`src/rtl/irq_mon_pkg.sv`:
```
// Shared types and helpers for the UART IRQ / baud_out monitor.
package irq_mon_pkg;

    localparam int CNT_W_DEF = 16;
    localparam int DIFF_W    = 33;

    typedef logic [CNT_W_DEF-1:0] cnt_t;

    localparam cnt_t CNT_MAX = '1;

    typedef enum logic [1:0] {
        IDLE  = 2'd0,
        ARMED = 2'd1,
        MEAS  = 2'd2
    } baud_st_e;

    // One bit wider than any supported counter, so the unsigned difference cannot overflow.
    function automatic logic [DIFF_W-1:0] abs_diff(input logic [DIFF_W-1:0] a,
                                                   input logic [DIFF_W-1:0] b);
        return (a >= b) ? (a - b) : (b - a);
    endfunction

endpackage

```
`src/rtl/irq_mon_chan.sv`:
```
// One monitored channel: input sync, IRQ edge latch/count, baud period measurement and check.
//  state | meaning
//  IDLE  | no reference edge yet (reset or timeout), pc held at 0
//  ARMED | first baud edge seen, counting toward the first capture
//  MEAS  | at least one period captured, counting the next one
module irq_mon_chan
    import irq_mon_pkg::*;
#(
    parameter int CNT_W       = 16,
    parameter int SYNC_STAGES = 2,
    parameter int TOL         = 2
) (
    input  logic             CLK,
    input  logic             RST,
    input  logic             irq_in,
    input  logic             baud_in,
    input  logic [CNT_W-1:0] exp_div,
    input  logic             clr,
    output logic             pend,
    output logic [CNT_W-1:0] irq_cnt,
    output logic [CNT_W-1:0] baud_period,
    output logic             baud_valid,
    output logic             baud_err
);

    localparam logic [CNT_W-1:0] CH_MAX = {CNT_W{1'b1}};

    logic [SYNC_STAGES-1:0] irq_sync;
    logic [SYNC_STAGES-1:0] baud_sync;
    logic                   irq_d;
    logic                   baud_d;
    logic                   irq_rise;
    logic                   baud_rise;
    logic [CNT_W-1:0]       pc;
    baud_st_e               st;
    logic                   chk_fail;
    logic [DIFF_W-1:0]      dev;
    logic                   out_of_tol;

    always_ff @(posedge CLK or posedge RST) begin
        if (RST) begin
            irq_sync  <= '0;
            baud_sync <= '0;
            irq_d     <= 1'b0;
            baud_d    <= 1'b0;
        end else begin
            irq_sync  <= {irq_sync[SYNC_STAGES-2:0], irq_in};
            baud_sync <= {baud_sync[SYNC_STAGES-2:0], baud_in};
            irq_d     <= irq_sync[SYNC_STAGES-1];
            baud_d    <= baud_sync[SYNC_STAGES-1];
        end
    end

    assign irq_rise  = irq_sync[SYNC_STAGES-1] & ~irq_d;
    assign baud_rise = baud_sync[SYNC_STAGES-1] & ~baud_d;

    // A rise coinciding with clr wins, so the event that arrived with the clear is kept.
    always_ff @(posedge CLK or posedge RST) begin
        if (RST) begin
            pend    <= 1'b0;
            irq_cnt <= '0;
        end else begin
            if (irq_rise)
                pend <= 1'b1;
            else if (clr)
                pend <= 1'b0;

            if (clr)
                irq_cnt <= irq_rise ? CNT_W'(1) : '0;
            else if (irq_rise && (irq_cnt != CH_MAX))
                irq_cnt <= irq_cnt + CNT_W'(1);
        end
    end

    assign dev        = abs_diff(DIFF_W'(pc), DIFF_W'(exp_div));
    assign out_of_tol = (exp_div != '0) && (dev > DIFF_W'(TOL));

    always_ff @(posedge CLK or posedge RST) begin
        if (RST) begin
            st          <= IDLE;
            pc          <= '0;
            baud_period <= '0;
            baud_valid  <= 1'b0;
            chk_fail    <= 1'b0;
        end else begin
            chk_fail <= 1'b0;
            case (st)
                IDLE: begin
                    pc <= '0;
                    if (baud_rise) begin
                        st <= ARMED;
                        pc <= CNT_W'(1);
                    end
                end
                ARMED, MEAS: begin
                    if (baud_rise) begin
                        baud_period <= pc;
                        baud_valid  <= 1'b1;
                        pc          <= CNT_W'(1);
                        st          <= MEAS;
                        chk_fail    <= out_of_tol;
                    end else if (pc == CH_MAX) begin
                        // Line stuck or stopped: drop the stale measurement and re-arm.
                        baud_valid <= 1'b0;
                        pc         <= '0;
                        st         <= IDLE;
                    end else begin
                        pc <= pc + CNT_W'(1);
                    end
                end
                default: st <= IDLE;
            endcase
        end
    end

    // Error lands one cycle after capture, so a clr on the capture cycle cannot hide it.
    always_ff @(posedge CLK or posedge RST) begin
        if (RST)
            baud_err <= 1'b0;
        else if (chk_fail)
            baud_err <= 1'b1;
        else if (clr)
            baud_err <= 1'b0;
    end

endmodule

```
`src/rtl/irq_baud_monitor.sv`:
```
// Multi-channel UART IRQ / baud_out monitor with a masked, registered aggregate interrupt.
module irq_baud_monitor
    import irq_mon_pkg::*;
#(
    parameter int NUM_CH      = 4,
    parameter int CNT_W       = 16,
    parameter int SYNC_STAGES = 2,
    parameter int TOL         = 2
) (
    input  logic                    CLK,
    input  logic                    RST,
    input  logic [NUM_CH-1:0]       irq_in,
    input  logic [NUM_CH-1:0]       baud_in,
    input  logic [NUM_CH*CNT_W-1:0] exp_div,
    input  logic [NUM_CH-1:0]       irq_mask,
    input  logic [NUM_CH-1:0]       clr,
    output logic [NUM_CH-1:0]       pend,
    output logic [NUM_CH*CNT_W-1:0] irq_cnt,
    output logic [NUM_CH*CNT_W-1:0] baud_period,
    output logic [NUM_CH-1:0]       baud_valid,
    output logic [NUM_CH-1:0]       baud_err,
    output logic                    irq_out
);

    for (genvar i = 0; i < NUM_CH; i++) begin : g_ch
        irq_mon_chan #(
            .CNT_W      (CNT_W),
            .SYNC_STAGES(SYNC_STAGES),
            .TOL        (TOL)
        ) u_chan (
            .CLK        (CLK),
            .RST        (RST),
            .irq_in     (irq_in[i]),
            .baud_in    (baud_in[i]),
            .exp_div    (exp_div[i*CNT_W +: CNT_W]),
            .clr        (clr[i]),
            .pend       (pend[i]),
            .irq_cnt    (irq_cnt[i*CNT_W +: CNT_W]),
            .baud_period(baud_period[i*CNT_W +: CNT_W]),
            .baud_valid (baud_valid[i]),
            .baud_err   (baud_err[i])
        );
    end

    always_ff @(posedge CLK or posedge RST) begin
        if (RST)
            irq_out <= 1'b0;
        else
            irq_out <= |(pend & ~irq_mask);
    end

endmodule
```
`config.mk`:
```
export PLATFORM = sky130hd
export DESIGN_NAME = irq_baud_monitor
export DESIGN_NICKNAME = d
export VERILOG_FILES = /design/src/rtl/irq_mon_pkg.sv /design/src/rtl/irq_mon_chan.sv /design/src/rtl/irq_baud_monitor.sv
export SDC_FILE = /design/constraint.sdc
export NUM_CORES = 1
export LEC_CHECK = 0
export ABC_AREA = 1
export CORE_ASPECT_RATIO = 0.7
export CORE_MARGIN = 2
export CORE_UTILIZATION = 45
export CTS_CLUSTER_DIAMETER = 150
export CTS_CLUSTER_SIZE = 20
export DETAILED_ROUTE_END_ITERATION = 16
export PLACE_DENSITY = 0.66
export SLEW_MARGIN = 20
export SYNTH_ARGS = -nofsm -noshare
export SYNTH_HDL_FRONTEND = slang
export SYNTH_SLANG_ARGS = --single-unit
```
`constraint.sdc`:
```
create_clock -name CLK -period 12 [get_ports CLK]
set_input_delay 2.4 -clock CLK [delete_from_list [all_inputs] [get_ports CLK]]
set_output_delay 2.4 -clock CLK [all_outputs]
set_load 0.02 [all_outputs]
```
* Word level (Yosys, flattened, before mapping)
Index checks and enable logic that the tools add are counted.
W data, S select, Z words.
** Word-level totals
- Bits in registers :: 241
- Bits of input ports :: 82
- Output and inout port bits :: 141
- Word-level logic and storage cells :: 244
** Cells by class
- Add/subtract/negate cells :: 16
- Magnitude comparators :: 8
- Eq/ne operators :: 24
- Mux-type cells :: 76
- Bitwise operators :: 18
- Reduce and logical (&&, ||, !) cells :: 53
** Operators with widths (count)
- $mux W16 :: 16
- $sub A16 B16 Y17 :: 8
- $gt A33 B2 Y1 const B :: 4
- $mux W33 :: 4
- $add A16 B1 Y16 const B :: 8
- $pmux W16 S2 :: 4
- $eq A16 B16 Y1 const B :: 4
- $ge A16 B16 Y1 :: 4
- $ne A16 B16 Y1 const B :: 4
- $reduce_bool A16 Y1 :: 4
- $reduce_bool A2 Y1 :: 20
- $mux W1 :: 36
- $mux W2 :: 12
- $reduce_and A2 Y1 :: 12
- $pmux W2 S2 :: 4
- $ne A3 B1 Y1 const B :: 4
- $and A1 B1 Y1 :: 8
- $eq A2 B1 Y1 const B :: 4
- $eq A2 B2 Y1 const B :: 4
- $logic_and A1 B1 Y1 :: 8
- $logic_not A2 Y1 :: 4
- $ne A2 B1 Y1 const B :: 4
- $not A1 Y1 :: 8
- $reduce_or A2 Y1 :: 4
- other kinds (3) :: 3

* Longest topological paths before layout
Gate-level depths: netlist (run 1).
- Depth in word-level cells :: 6
- Gate-level depth with buffers :: 20
- Gate-level depth less buffers :: 19

* Modules after synthesis
Synthesis (run 1) repeated with hierarchy kept, for this count alone.
** Unflattened totals
- Cells, all modules :: 3036
- Area total of the unflattened synthesis :: 19969.2 µm²
** By module, submodules not included
- irq_mon_chan (g_ch[0].u_chan ...) :: times used 2, cells each 750, area each 5008.6 µm², sequential area each 1501.4 µm²
- irq_mon_chan (g_ch[3].u_chan) :: times used 1, cells each 767, area each 5011.1 µm², sequential area each 1501.4 µm²
- irq_mon_chan (g_ch[1].u_chan) :: times used 1, cells each 754, area each 4863.4 µm², sequential area each 1501.4 µm²
- irq_baud_monitor :: times used 1, cells each 15, area each 77.6 µm², sequential area each 25.0 µm²

* Least setup slack after synthesis (run 1)
Ideal clock, no wire load.
- Path type :: input to register
- Start :: in exp_div[23]
- End :: reg g_ch[1].u_chan.chk_fail
- Library setup time :: 0.129 ns
- Arrival :: 4.001 ns
- Data required time :: 11.871 ns
- Path slack :: 7.870 ns
- Stages :: 14
- Path buffers :: 0
- Cell sequence :: inv_1 ha_1 nand2_2 inv_1 a21oi_2 nand3_2 a21oi_2 nand2_1 nand2_1 nand2_1 nor2_1 nand3_1 nor2_1 nor2_1
** On the way
- Word-level cells in the longest chain between the ends :: 6
- Elaborated cells between the ends (all ways) :: 9
- Classes of those cells :: 2 x add/sub; 2 x order compare; 3 x mux; 2 x reduce/logical
** Ends and longest elaborated chain
- start, declared :: line irq_baud_monitor.sv:14 : input logic [NUM_CH*CNT_W-1:0] exp_div,
- $sub A16 B16 Y17 / $ge A16 B16 Y1 (equally long branches) :: line irq_mon_pkg.sv:20 : return (a >= b) ? (a - b) : (b - a);
- $mux W33 :: line irq_mon_pkg.sv:20
- $gt A33 B2 Y1 :: line irq_mon_chan.sv:76 : assign out_of_tol = (exp_div != '0) && (dev > DIFF_W'(TOL));
- $logic_and A1 B1 Y1 (*) :: line irq_mon_chan.sv:76
- $mux W1 (*) :: line irq_mon_chan.sv:96 : if (baud_rise) begin
- $mux W1 (*) :: line irq_mon_chan.sv:87 : case (st)
- end signal, assigned :: line irq_mon_chan.sv:101 : chk_fail <= out_of_tol;
- end, declared :: line irq_mon_chan.sv:36 : logic chk_fail;
Mark *: on every way between the ends. The rest lies on a longest branch, timed or not.
A chain may end at the register's enable or synchronous reset.

* Worst setup path after layout (run 1)
- Start :: in exp_div[2]
- End :: reg g_ch[0].u_chan.chk_fail
** On the way
- Word-level cells in the longest chain between the ends :: 6
- Elaborated cells between the ends (all ways) :: 9
- Classes of those cells :: 2 x add/sub; 2 x order compare; 3 x mux; 2 x reduce/logical
** Ends and longest elaborated chain (line)
- $sub A16 B16 Y17 / $ge A16 B16 Y1 (equally long branches) :: irq_mon_pkg.sv:20
- $mux W33 :: irq_mon_pkg.sv:20
- $gt A33 B2 Y1 :: irq_mon_chan.sv:76
- $logic_and A1 B1 Y1 (*) :: irq_mon_chan.sv:76
- $mux W1 (*) :: irq_mon_chan.sv:96
- $mux W1 (*) :: irq_mon_chan.sv:87
- end signal, assigned :: irq_mon_chan.sv:101
- end, declared :: irq_mon_chan.sv:36
Marks and branches as above.

==> impl_metrics.yaml, run 1 <==
run_status:
  outcome: "complete, no violations"
synthesis:
  ys_seq_elements: 241
  yosysWarnings: 0
  seq_area_frac_synth_pct: 31.12
  synth_area_leaders: "dfrtp_1 (31%), nand2_1 (18%), inv_1 (10%)"
  synth_top_area_cell: "dfrtp_1"
  synthCells: 2965
  yosysUniqueCellTypes: 50
  syn_area_sq_um: 19380
  synth_edf_count: 0
  postSynthNetCount: 3203
  synth_top_area_share_pct: 31.12
  synth_flop_cell: "dfrtp_1"
  async_flop_share_pct: 100.0
  syn-mean-instance-area_sq_um: 6.535
placed_design:
  placed_cells: 3691
  pre_cts_ws_ns: 6.833
  portBuffers: 222
  dp_hpwl_mm: 48.44
  routabilityCongestion: 0.9533
clock_network:
  clkSinkCount: 241
  cts_buffers: 16
  cts_resized: 0
  cts_tree: "built"
  cts_hold_buf: 0
  clockBufferDepth: 3
  clk_pin_slew_ns: 0.08
  post_cts_buffers: 0
  clock_latency_ns: 0.53
  clock-root-buffer: "clkbuf_16"
  htreeDepth: 1
detailed_routing:
  wire_per_inst_um: 15.98
  antenna_left: 0
  drc: 0
  vias: 19387
  first_pass_iters: 6
  routed_wl_mm: 59.27
  drt-vias-per-instance: 5.226
  drt_iter0_drc: 1499
floorplan:
  dieWidth_um: 252.0
  die_height_um: 177.6
  start_util_pct: 45.69
  rows: 63
  die-area_sq_um: 44760
  coreArea_sq_um: 42410
  ioPinCount: 223
power_and_ir_drop:
  powerDensity_nw_per_um2: 106.7
  switching_share_pct: 40.09
  p_clk_share_pct: 23.6
  power_w: 0.002397
  p_comb_share_pct: 37.1
  power_switching_w: 0.0009610
  p_seq_share_pct: 39.3
  p_int_w: 0.001436
  power.leakage_nw: 11.55
  ir_drop_uv: 130.7
timing:
  holdWs_ns: 0.3255
  final-max-slew-violation-count: 0
  period_share_pct: 38.92
  clock_skew_ns: 0.02757
  finalSetupViolCount: 0
  clock.fmax_mhz: 214.1
  relSlewSlack_pct: 32.63
  finalSetupTns_ns: 0
  fin_crit_ns: 4.670
  hold_viol: 0
  timing.final.ws_setup_ns: 7.330
  rsz0062_at_grt: "false"
  tightest_slew_ns: 1.008
finish:
  antennaDiodeCount: 0
  final_cell_mix: "nand2_1 (932), inv_1 (523), nor2_1 (253)"
  synthToLayoutAreaGrowth_pct: 15.99
  final_layout_size_suffix_gt1_share_pct: 2.248
  fin_cells: 3710
  final_common_cell: "nand2_1"
  nNetsFinal: 3395
global_routing:
  grt_overflow: 0
  grt_pass1_vias: 17956
  antenna_found_initial: 1
  grtUsageTotal_pct: 26.00
  grt_max_degree: 109
  grt_pass1_wl_mm: 94.12
critical_path:
  reg2regPathDepth: 17
  r2r_slack_ns: 9.30
  slowest_stage: "clkdlybuf4s50_1"
  criticalPathCategory: "input pin to register"
  rr_endpoint: "g_ch[0].u_chan.chk_fail"
  startpoint_type: "input pin"
  path_max_fanout: 9
  crit_required_ns: 12.40
  arrival_ns: 5.07
  critPathCaptureType: "register"
  crit_top_cell: "nand2_1"
  worstPathCellList: "clkdlybuf4s50_1 -> inv_1 -> ha_1 -> nand2_2 -> o21ai_0 -> nand2_1 -> nand2_1 -> nand3_1 -> nand3_1 -> nand2_1 -> nand2_1 -> nand2_1 -> nor2_1 -> nand3_1 -> nand2_1 -> inv_1"
  r2r-start: "g_ch[0].u_chan.pc[0]"
  max_stage_delay_ns: 0.53
hold_path:
  hold_path_class: "register to register"
  hp-start: "g_ch[3].u_chan.baud_sync[0]"
  hold_path_depth: 0
  hold_end: "g_ch[3].u_chan.baud_sync[1]"
run:
  cap_violations: 0
==> worst max-delay path by stage <==
stage	from	end	depth (start not counted)
floorplan	RST	g_ch[0].u_chan.baud_d	1
global placement	exp_div[2]	g_ch[0].u_chan.chk_fail	16
detailed placement	exp_div[2]	g_ch[0].u_chan.chk_fail	16
CTS	exp_div[2]	g_ch[0].u_chan.chk_fail	16
global route	exp_div[10]	g_ch[0].u_chan.chk_fail	18
finish	exp_div[2]	g_ch[0].u_chan.chk_fail	16
==> flip-flops by register name (all words and copies together) (netlist names), 8 cells and up <==
signal	cells
g_ch.u_chan.st	8
g_ch.u_chan.baud_sync	8
g_ch.u_chan.baud_period	64
g_ch.u_chan.irq_cnt	64
g_ch.u_chan.irq_sync	8
g_ch.u_chan.pc	64
==> through the flow <==
stage                     cell area (sq um)  util (%)
after floorplan                       19380         -
after global placement                22030     51.94
after detailed placement              22030     51.94
after CTS                             22480     53.00
after global routing                  22480     53.00
final                                 22480     53.00
==> per-layer routing <==
layer	vias up	wire, um	global-route usage [%]
met3	40	3672	3.447
met5	-	0	0
met2	602	25280	39.93
li1	9729	-	-
met4	0	864	3.920
met1	9016	29450	39.46
==> cells in the mapped netlist, drive strengths merged (4+ instances only) <==
master and n:
o21ai 147, or2 4, nor3b 9, buf 31
nand3 199, a22oi 4, o21a 6, a211oi 10
fa 8, dfrtp 241, ha 148, inv 535
nor2 261, a31oi 11, clkbuf 20, xor2 46
a21oi 135, nand4 61, nand3b 6, nand2 948
o22ai 9, nor4 27, a21o 10, o211ai 7
nor3 62
==> critical path, delay by kind of cell <==
family | cells | cell delay, ns
buffers and inverters | 3 | 0.64
adder cells (fa/ha/maj) | 1 | 0.46
AND/OR/NAND/NOR | 11 | 1.12
AO/OA/AOI/OAI | 1 | 0.44
==> kinds of logic after synthesis <==
logic type                 share of synthesized area (%)
xor gates and xnor gates                           2.170
AOI/OAI and AO/OA                                  9.899
and+or+nand+nor                                    34.49
adders and majority gates                          10.38
DFF                                                31.12
buffers and inverters                              11.93
==> power groups by stage <==
stage	clock (W)	combinational (W)	sequential, W
after floorplan	0	0.000583	0.000960
after global placement	0	0.000869	0.000954
after detailed placement	0	0.000881	0.000957
after CTS	0.000583	0.000887	0.000942
after global routing	0.000609	0.00100	0.000952
final	0.000565	0.000890	0.000942
==> area by class of cell <==
class	count	area [sq um]
clock inverters	1	20.02
flip-flops and latches	241	6031
fillers	4177	19930
clock buffers	18	429.2
well taps	552	690.7
multi-input cells	2135	11030
inverters	538	2027
repair buffers	225	2245
No activity file was read; power rests on OpenSTA's default activity.
==> inputs of run 2 (changes only) <==
==> constraint.sdc (replaced) <==
create_clock -name CLK -period 4.7 [get_ports CLK]
set_input_delay 0.94 -clock CLK [delete_from_list [all_inputs] [get_ports CLK]]
set_output_delay 0.94 -clock CLK [all_outputs]
set_load 0.02 [all_outputs]
==> impl_metrics.yaml, run 2 (same netlist as run 1, synthesis figures left out) <==
power_and_ir_drop:
  power.leakage_nw: 11.56
  power_switching_w: 0.002432
  powerDensity_nw_per_um2: 271.2
  p_seq_share_pct: 39.3
  p_clk_share_pct: 23.5
  p_comb_share_pct: 37.2
  ir_drop_uv: 253.2
  switching_share_pct: 39.85
  p_int_w: 0.003671
detailed_routing:
  drt-vias-per-instance: 5.202
  met3WireLength_mm: 3.806
  routed_wl_mm: 58.35
  drc: 0
  highest_layer: "met4"
  wl_met1_mm: 29.18
  wire_per_inst_um: 15.73
  wl_met2_mm: 24.35
  first_pass_iters: 6
  drt_iter0_drc: 1563
  vias: 19300
  antenna_left: 0
critical_path:
  criticalPathCategory: "input pin to register"
  arrival_ns: 3.61
  path_max_fanout: 7
  critPathCaptureType: "register"
  crit_required_ns: 5.12
  startpoint_type: "input pin"
clock_network:
  clock_latency_ns: 0.52
  cts_tree: "built"
  cts_buffers: 16
  clock-root-buffer: "clkbuf_16"
  clockBufferDepth: 3
  clk_pin_slew_ns: 0.10
  clkSinkCount: 241
  htreeDepth: 1
  cts_hold_buf: 0
  post_cts_buffers: 0
  cts_resized: 0
floorplan:
  rows: 63
  die-area_sq_um: 44760
  ioPinCount: 223
  coreArea_sq_um: 42410
  start_util_pct: 45.69
  dieWidth_um: 252.0
  die_height_um: 177.6
timing:
  fin_crit_ns: 3.188
  relSlewSlack_pct: 33.18
  hold_viol: 0
  holdWs_ns: 0.3422
  finalSetupViolCount: 0
  period_share_pct: 67.82
  clock.fmax_mhz: 313.7
  finalSetupTns_ns: 0
  rsz0062_at_grt: "false"
  tightest_slew_ns: 0.9986
  clock_skew_ns: 0.03242
  timing.final.ws_setup_ns: 1.512
  final-max-slew-violation-count: 0
placed_design:
  placed_cells: 3691
  dp_hpwl_mm: 47.77
  routabilityCongestion: 0.9566
  portBuffers: 222
  pre_cts_ws_ns: 0.9672
global_routing:
  grt_overflow: 0
  grt_pass1_vias: 17465
  grt_pass1_wl_mm: 92.98
  antenna_found_initial: 0
  grtUsageTotal_pct: 25.64
  grt_max_degree: 141
finish:
  final_common_cell: "nand2_1"
  synthToLayoutAreaGrowth_pct: 16.12
  nNetsFinal: 3395
  final_cell_mix: "nand2_1 (931), inv_1 (523), nor2_1 (253)"
  antennaDiodeCount: 0
  final_layout_size_suffix_gt1_share_pct: 2.280
  reg_top3: "g_ch.u_chan.baud_period x64, g_ch.u_chan.irq_cnt x64, g_ch.u_chan.pc x64"
  fin_cells: 3710
run_status:
  outcome: "complete, no violations"
hold_path:
  hold_path_class: "register to register"
run:
  cap_violations: 0
[run 2: worst paths after layout]
path	slack, ns	to	startpoint	depth (start not counted)
hold / removal	0.34	g_ch[2].u_chan.baud_sync[1]	g_ch[2].u_chan.baud_sync[0]	0
setup reg to reg	1.95	g_ch[0].u_chan.chk_fail	g_ch[0].u_chan.pc[0]	16
max in group asynchronous	3.04	g_ch[0].u_chan.pc[0]	RST	3
min in group asynchronous	0.92	g_ch[2].u_chan.baud_sync[1]	RST	3
setup / recovery	1.51	g_ch[3].u_chan.chk_fail	exp_div[55]	15
hold reg to reg	0.34	g_ch[2].u_chan.baud_sync[1]	g_ch[2].u_chan.baud_sync[0]	0
[run 2: per-layer routing]
| metal | track usage [%] | vias up |
|---|---|---|
| li1 | - | 9717 |
| met1 | 39.61 | 9013 |
| met4 | 4.709 | 0 |
| met2 | 37.92 | 533 |
| met3 | 3.681 | 37 |
| met5 | 0 | - |
[run 2: power groups by stage]
stage / registers (W) / clock network (W) / logic, W
6_report: 0.00240 / 0.00143 / 0.00227
5_1_grt: 0.00242 / 0.00154 / 0.00254
4_1_cts: 0.00240 / 0.00148 / 0.00225
3_5_place_dp: 0.00244 / 0 / 0.00224
3_3_place_gp: 0.00243 / 0 / 0.00221
2_1_floorplan: 0.00245 / 0 / 0.00149
[run 2: final cells by class]
| type | count | area, sq um |
|---|---|---|
| fill | 4241 | 19910 |
| sequential | 241 | 6031 |
| multi-input combinational | 2135 | 11040 |
| inverter | 538 | 2023 |
| clock buffer | 18 | 429.2 |
| tap | 552 | 690.7 |
| clock inverter | 1 | 20.02 |
| timing repair buffer | 225 | 2270 |
[run 2: worst max-delay path: stages]
cell and delay [ns]:
clkdlybuf4s50_1 0.57, inv_1 0.07, ha_1 0.40, nand2_1 0.13, inv_1 0.07, a21oi_1 0.27
nand3_2 0.16, a21oi_2 0.34, nand2_1 0.12, nand3_1 0.09, nand2_1 0.09, nor2_1 0.12
nand3_1 0.09, nand2_1 0.11, inv_1 0.05
[run 2: metrics by stage]
| step | cell area (sq um) | power [W] | utilization [%] |
|---|---|---|---|
| floorplan | 19380 | 0.003941 | - |
| global placement | 22050 | 0.004639 | 51.99 |
| detailed placement | 22050 | 0.004677 | 51.99 |
| CTS | 22500 | 0.006130 | 53.05 |
| global route | 22500 | 0.006503 | 53.06 |
| finish | 22500 | 0.006103 | 53.06 |
==> inputs of run 3 (changes only) <==
--- a/config.mk
+++ b/config.mk
@@ -12,7 +12,7 @@
 export CTS_CLUSTER_DIAMETER = 150
 export CTS_CLUSTER_SIZE = 20
 export DETAILED_ROUTE_END_ITERATION = 16
-export PLACE_DENSITY = 0.66
+export PLACE_DENSITY = 0.69
 export SLEW_MARGIN = 20
 export SYNTH_ARGS = -nofsm -noshare
 export SYNTH_HDL_FRONTEND = slang
==> constraint.sdc (replaced) <==
create_clock -name CLK -period 2.7 [get_ports CLK]
set_input_delay 0.54 -clock CLK [delete_from_list [all_inputs] [get_ports CLK]]
set_output_delay 0.54 -clock CLK [all_outputs]
set_load 0.02 [all_outputs]
==> impl_metrics.yaml, run 3 (same netlist as run 1, synthesis figures left out) <==
clock_network:
  clock-root-buffer: "clkbuf_16"
  htreeDepth: 1
  clkSinkCount: 241
  cts_tree: "built"
  clk_pin_slew_ns: 0.09
  clockBufferDepth: 3
  cts_buffers: 16
  clock_latency_ns: 0.52
  post_cts_buffers: 0
finish:
  final_common_cell: "nand2_1"
  nNetsFinal: 3727
  final_layout_size_suffix_gt1_share_pct: 12.15
  synthToLayoutAreaGrowth_pct: 29.41
  final_cell_mix: "nand2_1 (928), inv_1 (522), buf_4 (332)"
  reg_top3: "g_ch.u_chan.baud_period x64, g_ch.u_chan.irq_cnt x64, g_ch.u_chan.pc x64"
  final_area_sq_um: 25080
  fin_cells: 4042
  antennaDiodeCount: 0
global_routing:
  grtUsageTotal_pct: 27.54
  grt_max_degree: 93
  grt_pass1_vias: 19454
  antenna_found_initial: 1
  grt_pass1_wl_mm: 99.63
  grt_overflow: 0
hold_path:
  hold_path_class: "register to register"
power_and_ir_drop:
  p_comb_share_pct: 41.2
  powerDensity_nw_per_um2: 454.5
  p_seq_share_pct: 36.5
  power_switching_w: 0.004482
  p_int_w: 0.006915
  switching_share_pct: 39.32
  ir_drop_uv: 433.3
  power.leakage_nw: 13.17
  p_clk_share_pct: 22.2
critical_path:
  critPathCaptureType: "register"
  slowest_stage: "clkdlybuf4s50_1"
  crit_required_ns: 3.13
  criticalPathCategory: "input pin to register"
  startpoint_type: "input pin"
  arrival_ns: 3.05
  path_max_fanout: 9
  worstPathCellList: "clkdlybuf4s50_1 -> inv_1 -> ha_1 -> nand2_1 -> nor2_2 -> nand4_1 -> nor2_2 -> nor2_1 -> nand2_4 -> inv_2 -> nand2_1 -> nand2_1 -> nand2_1 -> nand2_1 -> nor2_1 -> nand3_1 -> nand2_1 -> inv_1"
  crit_top_cell: "nand2_1"
  max_stage_delay_ns: 0.49
timing:
  finalSetupViolCount: 0
  tightest_slew_ns: 0.9178
  holdWs_ns: 0.3548
  hold_viol: 0
  clock.fmax_mhz: 381.8
  relSlewSlack_pct: 38.25
  period_share_pct: 97.02
  fin_crit_ns: 2.619
  clock_skew_ns: 0.02940
  timing.final.ws_setup_ns: 0.08057
  final-max-slew-violation-count: 0
  rsz0062_at_grt: "true"
placed_design:
  portBuffers: 222
  placed_cells: 4023
  placed_cell_area_sq_um: 24550
  pre_cts_ws_ns: -0.4904
  routabilityCongestion: 1.008
  dp_hpwl_mm: 52.02
run:
  cap_violations: 0
floorplan:
  dieWidth_um: 252.0
  die_height_um: 177.6
  ioPinCount: 223
  start_util_pct: 45.69
  die-area_sq_um: 44760
  rows: 63
  coreArea_sq_um: 42410
detailed_routing:
  wire_per_inst_um: 15.52
  drc: 0
  vias: 20707
  drt_iter0_drc: 1758
  first_pass_iters: 5
  routed_wl_mm: 62.74
  drt-vias-per-instance: 5.123
  antenna_left: 0
run_status:
  outcome: "complete, no violations"
[run 3: metal layers]
layer  vias to the layer above  GRT usage (%)  share of wire (%)  wire [um]
met5                         -              0              0.048         30
met4                         4          7.002                2.7       1699
met3                        84          4.473                6.7       4186
met2                       657          41.67                 42      26460
met1                      9575          40.73                 48      30360
li1                      10387              -                  -          -
[run 3: through the flow]
stage / power (W) / util [%] / TNS, ns
CTS: 0.01141 / 58.96 / 0
global placement: 0.008717 / 57.90 / -1.678
floorplan: 0.006860 / - / -241.44
finish: 0.01140 / 59.13 / 0
detailed placement: 0.008832 / 57.90 / -1.678
global route: 0.01213 / 59.13 / -0.09840
[run 3: what timing repair did]
item	in CTS	in global routing
resized for setup	0	26
endpoints found under the setup margin	0	4
hold buffers	0	0
[run 3: cell type report]
type,count,area [sq um]
Tap cell,552,690.7
Timing Repair Buffer,557,4777
Fill cell,3954,17330
Sequential cell,241,6031
Multi-Input combinational cell,2135,11110
Clock buffer,18,429.2
Inverter,538,2023
Clock inverter,1,20.02
[run 3: critical path, delay by kind of cell]
family,cells,cell delay (ns)
simple gates,13,1.44
buf+inv,4,0.68
fa+ha+maj,1,0.37
[run 3: final timing paths]
| kind | startpoint | endpoint | slack, ns | cells after the start |
|---|---|---|---|---|
| max | exp_div[39] | g_ch[2].u_chan.chk_fail | 0.08 | 18 |
| min | g_ch[1].u_chan.baud_sync[0] | g_ch[1].u_chan.baud_sync[1] | 0.35 | 0 |
| max reg2reg | g_ch[2].u_chan.pc[0] | g_ch[2].u_chan.chk_fail | 0.12 | 16 |
| min reg2reg | g_ch[1].u_chan.baud_sync[0] | g_ch[1].u_chan.baud_sync[1] | 0.35 | 0 |
| max in group asynchronous | RST | g_ch[2].u_chan.irq_cnt[7] | 1.49 | 3 |
| min in group asynchronous | RST | g_ch[3].u_chan.baud_period[0] | 0.37 | 2 |
[run 3: power by group through the flow]
stage	Clock [W]	Sequential, W	Combinational (W)
final	0.00253	0.00416	0.00470
after CTS	0.00263	0.00416	0.00463
after global placement	0	0.00422	0.00450
after floorplan	0	0.00427	0.00259
after detailed placement	0	0.00423	0.00460
after global routing	0.00272	0.00420	0.00521
